**src/rtl/uart_tx_port_pkg.sv**
```systemverilog
// Shared definitions for the UART transmitter port: FSM encoding, CTRL bit
// positions and the default I/O map addresses.
package uart_tx_port_pkg;

    typedef enum logic [2:0] {
        ST_IDLE   = 3'd0,
        ST_START  = 3'd1,
        ST_DATA   = 3'd2,
        ST_PARITY = 3'd3,
        ST_STOP   = 3'd4
    } tx_state_t;

    localparam int CTRL_READY = 0;
    localparam int CTRL_OVR   = 2;
    localparam int CTRL_PE    = 4;
    localparam int CTRL_IE    = 8;

    localparam logic [31:0] UART_TX_DATA_ADDR = 32'hF000_0200;
    localparam logic [31:0] UART_TX_DIV_ADDR  = 32'hF000_0204;
    localparam logic [31:0] UART_TX_CTRL_ADDR = 32'hF000_0208;

    // A divisor of zero would stall the timer, so it behaves as one.
    function automatic logic [15:0] eff_div(input logic [15:0] div);
        return (div == 16'd0) ? 16'd1 : div;
    endfunction

endpackage

```
**src/rtl/Register.sv**
```systemverilog
// Generic enabled register with a configurable synchronous reset value.
module Register #(
    parameter int           W       = 32,
    parameter logic [W-1:0] RST_VAL = '0
) (
    input  logic         clk,
    input  logic         reset,
    input  logic         i_en,
    input  logic [W-1:0] i_d,
    output logic [W-1:0] o_q
);

    always_ff @(posedge clk) begin
        if (reset)
            o_q <= RST_VAL;
        else if (i_en)
            o_q <= i_d;
    end

endmodule

```
**src/rtl/uart_bit_timer.sv**
```systemverilog
// Bit-period timer: latches the divisor on load, then pulses o_tick on the
// last cycle of every DIV-cycle period while enabled.
module uart_bit_timer
    import uart_tx_port_pkg::*;
(
    input  logic        clk,
    input  logic        reset,
    input  logic        i_load,
    input  logic [15:0] i_div,
    input  logic        i_en,
    output logic        o_tick
);

    logic [15:0] r_div;
    logic [15:0] r_cnt;
    logic [15:0] w_div_eff;

    assign w_div_eff = eff_div(i_div);
    assign o_tick    = i_en && (r_cnt == 16'd0);

    always_ff @(posedge clk) begin
        if (reset) begin
            r_div <= 16'd1;
            r_cnt <= 16'd0;
        end else if (i_load) begin
            r_div <= w_div_eff;
            r_cnt <= w_div_eff - 16'd1;
        end else if (i_en) begin
            r_cnt <= (r_cnt == 16'd0) ? (r_div - 16'd1) : (r_cnt - 16'd1);
        end
    end

endmodule

```
**src/rtl/uart_tx_port.sv**
```systemverilog
// Memory-mapped 8N1 UART transmitter with a one-deep holding register.
// Optional even parity bit (CTRL.PE) is built when UART_TX_PARITY_EN is defined.
module uart_tx_port
    import uart_tx_port_pkg::*;
#(
    parameter int              BITS        = 32,
    parameter logic [BITS-1:0] BASE        = UART_TX_DATA_ADDR,
    parameter logic [BITS-1:0] DIV_BASE    = UART_TX_DIV_ADDR,
    parameter logic [BITS-1:0] CTRL_BASE   = UART_TX_CTRL_ADDR,
    parameter int              DEFAULT_DIV = 16
) (
    input  logic            clk,
    input  logic            reset,
    input  logic            we,
    input  logic            re,
    input  logic [BITS-1:0] memAddr,
    input  logic [BITS-1:0] dataBusIn,
    output logic [BITS-1:0] dataBusOut,
    output logic            txd,
    output logic            intr
);

    logic w_wr_data, w_wr_div, w_wr_ctrl, w_rd_div, w_rd_ctrl;
    logic [15:0] w_div;
    logic [BITS-1:0] w_ctrl;
    logic w_unused;

    assign w_wr_data = we && (memAddr == BASE);
    assign w_wr_div  = we && (memAddr == DIV_BASE);
    assign w_wr_ctrl = we && (memAddr == CTRL_BASE);
    assign w_rd_div  = re && !we && (memAddr == DIV_BASE);
    assign w_rd_ctrl = re && !we && (memAddr == CTRL_BASE);
    assign w_unused  = ^dataBusIn[BITS-1:16];

    Register #(.W(16), .RST_VAL(16'(DEFAULT_DIV))) u_div_reg (
        .clk   (clk),
        .reset (reset),
        .i_en  (w_wr_div),
        .i_d   (dataBusIn[15:0]),
        .o_q   (w_div)
    );

    tx_state_t r_state, w_state_next;
    logic [7:0] r_hold, r_shift, w_shift_next;
    logic [2:0] r_bitcnt, w_bitcnt_next;
    logic       r_txd, w_txd_next;
    logic       r_ready, r_ovr, r_ie;
    logic       w_take, w_timer_en, w_tick;
`ifdef UART_TX_PARITY_EN
    logic       r_pe, r_par, w_par_next;
`endif

    uart_bit_timer u_timer (
        .clk    (clk),
        .reset  (reset),
        .i_load (w_take),
        .i_div  (w_div),
        .i_en   (w_timer_en),
        .o_tick (w_tick)
    );

    // Next-state logic; w_take moves the holding byte into the shifter and
    // restarts the bit timer at every start bit.
    always_comb begin
        w_state_next  = r_state;
        w_shift_next  = r_shift;
        w_bitcnt_next = r_bitcnt;
        w_txd_next    = r_txd;
        w_take        = 1'b0;
        w_timer_en    = (r_state != ST_IDLE);
`ifdef UART_TX_PARITY_EN
        w_par_next    = r_par;
`endif
        case (r_state)
            ST_IDLE: begin
                if (!r_ready) begin
                    w_take       = 1'b1;
                    w_state_next = ST_START;
                    w_txd_next   = 1'b0;
                end
            end
            ST_START: begin
                if (w_tick) begin
                    w_state_next = ST_DATA;
                    w_txd_next   = r_shift[0];
                    w_shift_next = {1'b0, r_shift[7:1]};
                end
            end
            ST_DATA: begin
                if (w_tick) begin
                    if (r_bitcnt == 3'd7) begin
                        w_state_next = ST_STOP;
                        w_txd_next   = 1'b1;
`ifdef UART_TX_PARITY_EN
                        if (r_pe) begin
                            w_state_next = ST_PARITY;
                            w_txd_next   = r_par;
                        end
`endif
                    end else begin
                        w_bitcnt_next = r_bitcnt + 3'd1;
                        w_txd_next    = r_shift[0];
                        w_shift_next  = {1'b0, r_shift[7:1]};
                    end
                end
            end
`ifdef UART_TX_PARITY_EN
            ST_PARITY: begin
                if (w_tick) begin
                    w_state_next = ST_STOP;
                    w_txd_next   = 1'b1;
                end
            end
`endif
            ST_STOP: begin
                if (w_tick) begin
                    if (!r_ready) begin
                        w_take       = 1'b1;
                        w_state_next = ST_START;
                        w_txd_next   = 1'b0;
                    end else begin
                        w_state_next = ST_IDLE;
                    end
                end
            end
            default: begin
                w_state_next = ST_IDLE;
                w_txd_next   = 1'b1;
            end
        endcase
        if (w_take) begin
            w_shift_next  = r_hold;
            w_bitcnt_next = 3'd0;
`ifdef UART_TX_PARITY_EN
            w_par_next    = ^r_hold;
`endif
        end
    end

    always_ff @(posedge clk) begin
        if (reset) begin
            r_state  <= ST_IDLE;
            r_shift  <= 8'd0;
            r_bitcnt <= 3'd0;
            r_txd    <= 1'b1;
            r_hold   <= 8'd0;
            r_ready  <= 1'b1;
            r_ovr    <= 1'b0;
            r_ie     <= 1'b0;
`ifdef UART_TX_PARITY_EN
            r_pe     <= 1'b0;
            r_par    <= 1'b0;
`endif
        end else begin
            r_state  <= w_state_next;
            r_shift  <= w_shift_next;
            r_bitcnt <= w_bitcnt_next;
            r_txd    <= w_txd_next;
`ifdef UART_TX_PARITY_EN
            r_par    <= w_par_next;
            if (w_wr_ctrl)
                r_pe <= dataBusIn[CTRL_PE];
`endif
            // A transfer only happens with holding full, so it never collides
            // with an accepted DATA write.
            if (w_wr_data && r_ready) begin
                r_hold  <= dataBusIn[7:0];
                r_ready <= 1'b0;
            end else if (w_take) begin
                r_ready <= 1'b1;
            end
            if (w_wr_data && !r_ready)
                r_ovr <= 1'b1;
            else if (w_wr_ctrl && !dataBusIn[CTRL_OVR])
                r_ovr <= 1'b0;
            if (w_wr_ctrl)
                r_ie <= dataBusIn[CTRL_IE];
        end
    end

    always_comb begin
        w_ctrl             = '0;
        w_ctrl[CTRL_READY] = r_ready;
        w_ctrl[CTRL_OVR]   = r_ovr;
        w_ctrl[CTRL_IE]    = r_ie;
`ifdef UART_TX_PARITY_EN
        w_ctrl[CTRL_PE]    = r_pe;
`endif
    end

    always_comb begin
        dataBusOut = '0;
        if (w_rd_div)
            dataBusOut = {{(BITS-16){1'b0}}, w_div};
        else if (w_rd_ctrl)
            dataBusOut = w_ctrl;
    end

    assign txd  = r_txd;
    assign intr = r_ie && r_ready;

endmodule

```
**config.mk**
```make
export PLATFORM = sky130hd
export DESIGN_NAME = uart_tx_port
export DESIGN_NICKNAME = d
export VERILOG_FILES = /design/src/rtl/uart_tx_port_pkg.sv /design/src/rtl/Register.sv /design/src/rtl/uart_bit_timer.sv /design/src/rtl/uart_tx_port.sv
export SDC_FILE = /design/constraint.sdc
export NUM_CORES = 1
export LEC_CHECK = 0
export CORE_UTILIZATION = 53
export DETAILED_ROUTE_END_ITERATION = 6
export GPL_TIMING_DRIVEN = 0
export MAX_ROUTING_LAYER = met4
export PLACE_DENSITY = 0.86
export RECOVER_POWER = 25
export SLEW_MARGIN = 10
export SYNTH_ARGS = -nofsm -noshare
export SYNTH_HDL_FRONTEND = slang
export SYNTH_SLANG_ARGS = --single-unit
```
**constraint.sdc**
```tcl
create_clock -name clk -period 5.9 [get_ports clk]
set_clock_uncertainty 0.2 [all_clocks]
set_input_delay 0.885 -clock clk [delete_from_list [all_inputs] [get_ports clk]]
set_output_delay 0.885 -clock clk [all_outputs]
set_load 0.01 [all_outputs]
```
[Word level (Yosys, flattened, before mapping)]
Index checks and enable logic that the tools add are counted.
Storage, ports and cells
  bits in registers: 74
  latch bits: 0
  memory bits (writable): 0
  ROM bits: 0
  input bits: 68
  output and inout port bits: 34
  logic and storage cells: 89
  memories: 0
Cells by class
  $add $sub $neg: 4
  $mul: 0
  div/mod/pow operators: 0
  order comparisons: 0
  equal/unequal tests: 15
  shift-type cells: 0
  muxes and demuxes: 31
  bitwise gates (word level): 1
  reductions and logical operators: 27
Operator list (number)
  equality test 32 bit (second input constant): 3
  2-to-1 mux 16 bit: 5
  subtractor 16 x 1 -> 16 bit (second input constant): 3
  zero test 16 bit: 2
  2-to-1 mux 8 bit: 4
  case mux 8 bit (2 select lines): 1
  2-to-1 mux 3 bit: 5
  2-to-1 mux 1 bit: 12
  case mux 3 bit (4 select lines): 1
  logical AND 1 bit: 11
  2-to-1 mux 9 bit: 1
  equality test 3 bit (second input constant): 2
  != test 2 x 1 -> 1 bit (second input constant): 3
  != test 3 x 1 -> 1 bit (second input constant): 2
  AND reduction 3 bit: 2
  nonzero test 2 bit: 3
  nonzero test 3 bit: 2
  AND reduction 5 bit: 1
  != test 2 bit (second input constant): 2
  case mux 1 bit (4 select lines): 1
  AND reduction 4 bit: 1
  adder 3 x 1 -> 3 bit (second input constant): 1
  equality test 3 x 1 -> 1 bit (second input constant): 1
  equality test 3 x 2 -> 1 bit (second input constant): 1
  other kinds (6): 8

[Logic depth before layout (Yosys ltp)]
Gate-level depths: netlist (run 1).
  depth in word-level cells: 6
  depth in mapped cells: 13
  depth with buffers taken out: 10

[Cells and area by module]
From an unflattened synthesis (run 1), not the netlist that was laid out.
Unflattened totals
  cells, all modules: 485
  area total of the unflattened synthesis: 4012.6 µm²
Modules (own cells, without submodules)
  uart_bit_timer: instances 1, cells each 237, area each 1811.7 µm², sequential area each 640.6 µm²
  uart_tx_port: instances 1, cells each 196, area each 1619.1 µm², sequential area each 520.5 µm²
  Register: instances 1, cells each 52, area each 581.8 µm², sequential area each 320.3 µm²

[Worst setup path before layout (run 1)]
OpenSTA, ideal clock, no wires.
  kind: input to output
  from: input port memAddr[25]
  to: output port dataBusOut[10]
  data arrival time: 2.316 ns
  data required time: 4.815 ns
  slack: 2.499 ns
  stages: 7
  path buffers: 2
  cell sequence: nor4b_1 nand4_1 nor3_1 and4b_1 clkbuf_1 clkbuf_1 and2_1
Between the ends
  cells in the longest elaborated chain, start to end: 3
RTL lines
  from (decl): RTL line uart_tx_port.sv:16  | input logic [BITS-1:0] memAddr,
  equality test 32 bit: RTL line uart_tx_port.sv:31  | assign w_rd_div = re && !we && (memAddr == DIV_BASE);
  logical AND 1 bit: RTL line uart_tx_port.sv:31
  2-to-1 mux 16 bit: RTL line uart_tx_port.sv:193  | if (w_rd_div)
  to (decl): RTL line uart_tx_port.sv:18  | output logic [BITS-1:0] dataBusOut,
No other way between the ends.

[Worst setup path in the final report (run 1)]
  from: input port memAddr[16]
  to: output port dataBusOut[4]
The elaborated chain is that of the path after synthesis.

==> flow_metrics.py, run 1 <==
metrics = {
    "sta": {
        "hold_viol": 0,
        "timing.setup.tns_ns": 0,
        "fin_ws_ns": 1.04,
        "hold_ws_ns": 0.281,
        "tightestPinTransition_ns": 0.701,
        "slew_headroom_pct": 53.3,
        "fmax_mhz": 206,
        "fin_crit_ns": 4.86,
        "drv_slew": 0,
        "setup_viol": 0,
        "rsz0062_at_grt": "false",
        "period_share_pct": 82.4,
    },
    "final_layout": {
        "nets": 689,
        "multi_input_area_sq_mm": 0.00242,
        "drive_above_1_share_pct": 8.51,
        "regArea_sq_mm": 0.00148,
        "syn_to_final_growth_pct": 25.2,
        "antenna_cells": 0,
        "fillCellCount": 594,
    },
    "power": {
        "p_switching_uw": 247,
        "comb_power_share_pct": 6.4,
        "seqPwrFrac_pct": 50.5,
        "cell_internal_pwr_uw": 740,
        "p_sw_share_pct": 25.0,
        "p_leak_uw": 0.00218,
        "powerDensity_mw_per_mm2": 190,
        "max-vdd-ir-drop_uv": 109,
        "clkPwrFrac_pct": 43.1,
    },
    "yosys": {
        "yosysTopAreaCellShare_pct": 35.7,
        "yosysTopAreaCell": "dfxtp_1",
        "synthTopCellsByArea": "dfxtp_1 (36%), mux2i_1 (8.7%), nor2_1 (6.6%)",
        "async_flop_share_pct": 0,
        "synth_most_common_cell": "dfxtp_1",
        "synth_common_cells": "dfxtp_1 (74), nor2_1 (73), nand2_1 (64), a21oi_1 (43), mux2i_1 (36)",
        "syn_inst": 524,
        "synth_area_sq_mm": 0.00415,
        "synth.distinct_cells": 59,
        "synthFlopType": "dfxtp_1",
        "yosysWarnings": 0,
        "synth_enable_flop_cells": 0,
        "seq_area_frac_synth_pct": 35.7,
        "avgSynthCellArea_sq_um": 7.92,
        "ys_seq_elements": 74,
    },
    "cts": {
        "postCtsHoldBufs": 0,
        "clock_sinks": 74,
        "cts_root_buf": "clkbuf_8",
        "cts_inserted_buffers": 9,
        "cts_resized": 0,
        "h-tree-depth": 3,
        "clk_path_buf_depth": 2,
        "insertion_delay_ns": 0.37,
        "cts_setup_buffers": 0,
        "cts_tree": "done",
        "path_clk_slew_ns": 0.09,
    },
    "grt": {
        "antenna_found_initial": 0,
        "grt-ovfl-total": 0,
        "grt_pass1_vias": 4152,
        "grt_max_degree": 16,
        "grt_pass1_wl_mm": 20.2,
        "grt_usage_pct": 32.3,
    },
    "placed_design": {
        "hpwlAfterDp_mm": 9.25,
        "gp_congestion": 0.925,
        "portBuffers": 68,
        "place_ws_ns": 1.17,
    },
    "drt": {
        "initialDrtViolationCount": 383,
        "first_pass_iters": 5,
        "via_count": 4225,
        "ant_nets": 0,
        "drc": 0,
        "avgViaCountPerCell": 5.85,
        "wl_per_cell_microns": 17.2,
        "wl_mm": 12.4,
    },
    "critical_path": {
        "cp-start-kind": "input port",
        "endpoint_kind": "output pin",
        "worst_path_dominant_cell_family": "buffers and inverters",
        "cp_slowest_cell": "dlygate4sd3_1",
        "worstPathCellList": "dlygate4sd3_1 > nor4_1 > nand4_1 > nor3_1 > and4b_1 > clkbuf_1 > clkbuf_1 > and2_1 > clkdlybuf4s50_1",
        "path_buf_inv": 4,
        "path_max_fanout": 10,
        "worstSetupPathType": "input port to output pin",
        "worstPathRequired_ns": 4.82,
        "slowest_delay_ns": 0.55,
        "path_common_cell": "clkbuf_1",
        "cp.arrival_ns": 3.78,
    },
    "die": {
        "fp.dieH_microns": 90.5,
        "die_w_microns": 90.5,
        "initial_core_util_pct": 56.0,
        "coreArea_sq_mm": 0.00741,
        "fp-row-count": 31,
        "ios": 102,
        "dieArea_sq_mm": 0.00819,
    },
    "run_status": {
        "status": "finished, final reports clean",
    },
    "flow_run": {
        "maxCapViolCount": 0,
    },
    "min_path": {
        "hold_path_class": "flip-flop to flip-flop",
    },
}
-- power groups by stage --
stage | sequential (uW) | combinational, uW | clock (uW)
after floorplan | 511 | 21.8 | 0
after global placement | 511 | 61.6 | 0
after detailed placement | 511 | 62.9 | 0
after CTS | 499 | 63.2 | 423
after global routing | 499 | 67.3 | 445
final | 499 | 63.1 | 425
-- worst paths after layout --
check,start,end,slack [ns],cells after the start
hold / removal,u_timer.r_div[1],u_timer.r_div[1],0.28,2
hold reg to reg,u_timer.r_div[1],u_timer.r_div[1],0.28,2
setup reg to reg,u_timer.r_cnt[14],u_timer.r_cnt[10],1.68,12
setup / recovery,memAddr[16],dataBusOut[4],1.04,9
-- final cells by class --
type | count | area share (%)
Clock inverter | 7 | 1.61
Tap cell | 99 | 2.38
Buffer | 48 | 4.77
Inverter | 10 | 0.723
Sequential cell | 74 | 28.5
Clock buffer | 9 | 2.38
Timing Repair Buffer | 68 | 13.1
Multi-Input combinational cell | 407 | 46.5
-- tightest hold or removal path, delay by kind of cell, from the launching register on --
family	cells	cell delay, ns
AND/OR/NAND/NOR	1	0.06
AO/OA/AOI/OAI	1	0.05
flip-flops	1	0.33
-- placed cells by master, fill, tap and decap left out, types with 7 or more instances in the layout --
master / n
mux2i_1: 36
nor2_1: 73
nor3_1: 19
conb_1: 16
clkbuf_8: 9
o21ai_0: 14
nand2_1: 64
a21oi_1: 44
and2_1: 15
inv_1: 10
buf_4: 17
xor2_1: 8
nor4_1: 8
a211oi_1: 12
clkdlybuf4s50_1: 66
nand4_1: 7
clkbuf_1: 26
nand3_1: 8
dfxtp_1: 74
a31oi_1: 8
-- per-layer routing --
| layer | GRT usage [%] | routed length, microns | up-vias |
|---|---|---|---|
| met5 | - | 0 | - |
| met4 | 15.2 | 305 | 0 |
| met3 | 4.97 | 1290 | 32 |
| met2 | 52.8 | 5830 | 266 |
| met1 | 39.1 | 5010 | 1905 |
| li1 | - | - | 2022 |
-- state kept, by name, indices dropped and copies added, names as in the netlist, 3 cells and up --
register	cells
u_timer.r_cnt	16
u_div_reg.o_q	16
r_bitcnt	3
r_shift	8
r_hold	8
u_timer.r_div	16
r_state	3
-- kinds of logic (layout without fill, tap and decap cells) --
| kind of cell | Yosys count | in the layout | synth area share [%] |
|---|---|---|---|
| and+or+nand+nor | 222 | 222 | 25.4 |
| AOI/OAI and AO/OA | 113 | 113 | 18.3 |
| DFF | 74 | 74 | 35.7 |
| buffers and inverters | 58 | 142 | 7.18 |
| muxes | 39 | 39 | 9.50 |
| xor gates and xnor gates | 14 | 14 | 2.96 |
| adders and majority gates | 3 | 3 | 0.905 |
| other | 1 | 16 | 0.0904 |
-- per-stage QoR --
stage / util [%] / total power, uW / instances / cell area (sq um)
after floorplan: - / 532 / 539 / 4210
after global placement: 67.6 / 572 / 706 / 5010
after detailed placement: 67.6 / 574 / 706 / 5010
after CTS: 70.4 / 985 / 722 / 5220
after global routing: 70.1 / 1010 / 722 / 5190
final: 70.1 / 987 / 722 / 5190
(Power assumes the default switching activity.)
==> run 2: changes to the inputs <==
- CORE_UTILIZATION: 53 -> 45
- PLACE_DENSITY: 0.86 -> 0.78
- clock period: 5.9 -> 4.4 ns (I/O delays scaled with it)
==> run 2 against run 1 <==
Compared with the run above: the run now ends with DRC left; wire length is 3.5% higher; design area rose by 0.77%; total power up 35%; largest cell class unchanged; largest power group unchanged; highest routed layer unchanged.
==> flow_metrics.py, run 2 (same netlist as run 1, synthesis figures left out) <==
metrics = {
    "grt": {
        "grt_pass1_vias": 4082,
        "grt-ovfl-total": 0,
        "grt_max_degree": 16,
        "grt_pass1_wl_mm": 20.5,
        "grt_usage_pct": 28.2,
        "antenna_found_initial": 0,
    },
    "placed_design": {
        "hpwlAfterDp_mm": 9.31,
        "portBuffers": 68,
        "place_area_sq_mm": 0.00502,
        "gp_congestion": 0.965,
    },
    "critical_path": {
        "cp-start-kind": "flip-flop",
        "worstPathRequired_ns": 4.45,
        "endpoint_kind": "flip-flop",
        "worstSetupPathType": "flip-flop to flip-flop",
        "path_max_fanout": 10,
        "cp.arrival_ns": 4.25,
    },
    "drt": {
        "via_count": 4297,
        "wl_per_cell_microns": 17.6,
        "initialDrtViolationCount": 420,
        "first_pass_iters": 7,
        "avgViaCountPerCell": 5.88,
        "ant_nets": 0,
        "drc": 3,
        "wl_mm": 12.9,
    },
    "run_status": {
        "status": "finished, violations left",
        "violations": "DRC",
    },
    "die": {
        "dieArea_sq_mm": 0.00961,
        "fp-row-count": 34,
        "ios": 102,
        "initial_core_util_pct": 47.1,
        "fp.dieH_microns": 98.0,
        "coreArea_sq_mm": 0.00881,
        "die_w_microns": 98.0,
    },
    "final_layout": {
        "drive_above_1_share_pct": 9.95,
        "layout_common_cells": "dfxtp_1 (74), nor2_1 (73), clkdlybuf4s50_1 (67)",
        "design_area_sq_mm": 0.00524,
        "mostFrequentLayoutCell": "dfxtp_1",
        "reg_top3": "u_div_reg.o_q (16), u_timer.r_cnt (16), u_timer.r_div (16)",
        "final_util_pct": 59.4,
        "antenna_cells": 0,
        "nets": 689,
        "syn_to_final_growth_pct": 26.2,
    },
    "flow_run": {
        "maxCapViolCount": 0,
    },
    "cts": {
        "cts_tree": "done",
        "clk_path_buf_depth": 2,
        "h-tree-depth": 3,
        "path_clk_slew_ns": 0.09,
        "clock_sinks": 74,
        "cts_setup_buffers": 0,
        "cts_inserted_buffers": 9,
        "cts_root_buf": "clkbuf_8",
        "insertion_delay_ns": 0.36,
    },
    "sta": {
        "fin_crit_ns": 4.21,
        "tightestPinTransition_ns": 0.723,
        "drv_slew": 0,
        "setup_viol": 0,
        "hold_viol": 0,
        "period_share_pct": 95.6,
        "slew_headroom_pct": 51.8,
        "fmax_mhz": 238,
        "rsz0062_at_grt": "false",
    },
    "power": {
        "powerDensity_mw_per_mm2": 255,
        "max-vdd-ir-drop_uv": 142,
        "p_leak_uw": 0.00219,
    },
    "min_path": {
        "hold_path_class": "flip-flop to flip-flop",
    },
}
[run 2: timing repair]
| item | 4_1_cts | 5_1_grt |
|---|---|---|
| hold buffers | 0 | 0 |
| resized for setup | 2 | 2 |
| setup endpoints to repair | 10 | 10 |
| pin swaps | 0 | 0 |
[run 2: path summary, 6_finish.rpt]
kind                                        start                 to  depth (start not counted)  slack [ns]
worst max-delay path                      r_ready  u_timer.r_cnt[10]                         12        0.19
worst min-delay path            u_timer.r_div[14]  u_timer.r_div[14]                          2        0.26
worst max register to register            r_ready  u_timer.r_cnt[10]                         12        0.19
worst min register to register  u_timer.r_div[14]  u_timer.r_div[14]                          2        0.26
[run 2: area by class of cell]
class                      instances  area, sq um
fill                             789         3570
buffer                            48          256
timing repair buffer              68          681
inverter                          10         37.5
clock buffer                       9          124
multi-input combinational        407         2440
tap                              108          135
clock inverter                     7         82.6
sequential                        74         1480
[run 2: power by group]
group	internal [uW]	switching, uW
sequential	669	0.000000172
clock	272	306
combinational	52.3	33.2
total	994	339
[run 2: per-layer routing]
metal	share of wire, %	GRT usage [%]	up-vias	routed length (microns)
li1	-	-	2024	-
met4	3.8	14.3	0	490
met2	46	45.3	235	5910
met5	0	-	-	0
met3	8.2	5.65	43	1050
met1	42	33.6	1995	5410
[run 2: critical path: stages, from the launching register on]
cell	delay (ns)
dfxtp_1	0.30
clkbuf_1	0.21
or3_1	0.45
nor3_2	0.26
a21o_1	0.31
buf_2	0.29
clkbuf_1	0.52
o21a_1	0.22
ha_1	0.29
nand4b_1	0.34
a221oi_2	0.43
xor2_1	0.19
o21ai_1	0.08
[run 2: through the flow]
step	TNS, ns	total power [uW]	std cells	setup slack (ns)	hold WS (ns)
floorplan	0	714	539	1.21	0.236
global placement	0	768	715	0.0254	0.245
detailed placement	-1.02	769	715	-0.114	0.250
CTS	0	1340	731	0.120	0.262
global route	0	1370	731	0.0174	0.285
finish	0	1330	731	0.195	0.262
==> run 3: changes to the inputs <==
- CORE_ASPECT_RATIO: not set -> 1.25
==> run 3 against run 2 <==
Compared with the run above: the run now ends clean; hold slack gained 0.0016 ns; non-clock buffer count unchanged; maximum frequency grew 1.7%; via count fell by 2.7%; wire length is 2.1% lower; sequential share of layout area barely moved; critical path depth unchanged; die area barely moved; clock power down 2%; largest power group unchanged; highest routed layer unchanged.
==> flow_metrics.py, run 3 (same netlist as run 1, synthesis figures left out) <==
metrics = {
    "die": {
        "ios": 102,
        "die_w_microns": 87.9,
        "coreArea_sq_mm": 0.00880,
        "dieArea_sq_mm": 0.00961,
        "fp-row-count": 38,
        "fp.dieH_microns": 109,
        "initial_core_util_pct": 47.2,
    },
    "critical_path": {
        "endpoint_kind": "flip-flop",
        "cp.arrival_ns": 4.19,
        "path_max_fanout": 10,
        "worstSetupPathType": "flip-flop to flip-flop",
        "worstPathRequired_ns": 4.46,
        "cp-start-kind": "flip-flop",
    },
    "drt": {
        "via_count": 4179,
        "wl_mm": 12.6,
        "drc": 0,
        "ant_nets": 0,
        "avgViaCountPerCell": 5.62,
        "first_pass_iters": 5,
        "initialDrtViolationCount": 256,
        "wl_per_cell_microns": 16.9,
    },
    "grt": {
        "grt_max_degree": 16,
        "grt-ovfl-total": 0,
        "grt_pass1_wl_mm": 20.2,
        "grt_usage_pct": 28.7,
        "grt_pass1_vias": 4078,
        "antenna_found_initial": 0,
    },
    "sta": {
        "hold_viol": 0,
        "fmax_mhz": 242,
        "slew_headroom_pct": 46.1,
        "rsz0062_at_grt": "false",
        "period_share_pct": 94.0,
        "timing.setup.tns_ns": 0,
        "setup_viol": 0,
        "fin_crit_ns": 4.13,
        "hold_ws_ns": 0.264,
        "drv_slew": 0,
        "tightestPinTransition_ns": 0.805,
    },
    "final_layout": {
        "reg_top3": "u_div_reg.o_q (16), u_timer.r_cnt (16), u_timer.r_div (16)",
        "mostFrequentLayoutCell": "dfxtp_1",
        "layout_common_cells": "dfxtp_1 (74), nor2_1 (73), clkdlybuf4s50_1 (67)",
        "syn_to_final_growth_pct": 26.4,
        "drive_above_1_share_pct": 9.79,
        "design_area_sq_mm": 0.00524,
        "final_util_pct": 59.6,
        "nets": 689,
        "antenna_cells": 0,
    },
    "cts": {
        "clock_sinks": 74,
        "h-tree-depth": 3,
        "postCtsHoldBufs": 0,
        "insertion_delay_ns": 0.37,
        "cts_root_buf": "clkbuf_8",
        "path_clk_slew_ns": 0.09,
        "cts_inserted_buffers": 9,
        "clk_path_buf_depth": 2,
        "cts_setup_buffers": 0,
        "cts_tree": "done",
    },
    "run_status": {
        "status": "finished, final reports clean",
    },
    "placed_design": {
        "place_area_sq_mm": 0.00504,
        "hpwlAfterDp_mm": 9.47,
        "gp_congestion": 0.976,
        "portBuffers": 68,
    },
    "min_path": {
        "hold_path_class": "flip-flop to flip-flop",
    },
    "flow_run": {
        "maxCapViolCount": 0,
    },
    "power": {
        "powerDensity_mw_per_mm2": 252,
        "max-vdd-ir-drop_uv": 217,
        "p_leak_uw": 0.00219,
    },
}
-- run 3: repair_timing --
| action | 4_1_cts | 5_1_grt |
|---|---|---|
| gates resized for setup | 0 | 3 |
| endpoints found under the hold margin | 0 | 0 |
| endpoints found under the setup margin | 0 | 10 |
-- run 3: final cells by class --
class                           instances  area (sq um)
Sequential cell                        74          1480
Clock inverter                          7          81.3
Inverter                               10          37.5
Timing Repair Buffer                   68           681
Buffer                                 48           256
Fill cell                             834          3550
Tap cell                              120           150
Clock buffer                            9           124
Multi-Input combinational cell        407          2430
-- run 3: routing by layer --
| metal | global-route usage (%) | vias to the layer above | routed length, microns |
|---|---|---|---|
| met5 | - | - | 0 |
| met4 | 15.7 | 0 | 497 |
| met3 | 4.65 | 43 | 708 |
| met2 | 48.6 | 189 | 6360 |
| met1 | 32.1 | 1932 | 5010 |
| li1 | - | 2015 | - |
-- run 3: metrics by stage --
stage	cells	power, uW	setup slack, ns
after floorplan	539	714	1.21
final	743	1320	0.266
after CTS	743	1320	0.102
after global placement	727	767	0.154
after detailed placement	727	768	0.131
after global routing	743	1360	0.0488
-- run 3: worst max-delay path, stage by stage (launching register included) --
cell and delay, ns:
dfxtp_1 0.31, buf_2 0.16, or3_1 0.44, nor3_2 0.27, a21o_1 0.32, buf_2 0.28
clkbuf_1 0.54, o21a_1 0.22, ha_1 0.30, nand4b_1 0.30, a221oi_2 0.42, xor2_1 0.18
o21ai_1 0.07
-- run 3: report_power, final --
| group | total, uW | internal [uW] | leakage, uW | switching [uW] |
|---|---|---|---|---|
| Clock | 566 | 271 | 0.000101 | 295 |
| Sequential | 669 | 669 | 0.000596 | 0.000000163 |
| Combinational | 84.1 | 52.2 | 0.00149 | 31.9 |
-- run 3: worst paths after layout --
kind,from,endpoint,slack (ns),cells after the start
min reg2reg,u_timer.r_div[15],u_timer.r_div[15],0.26,2
max reg2reg,r_state[1],u_timer.r_cnt[10],0.27,12
min,u_timer.r_div[15],u_timer.r_div[15],0.26,2
max,r_state[1],u_timer.r_cnt[10],0.27,12
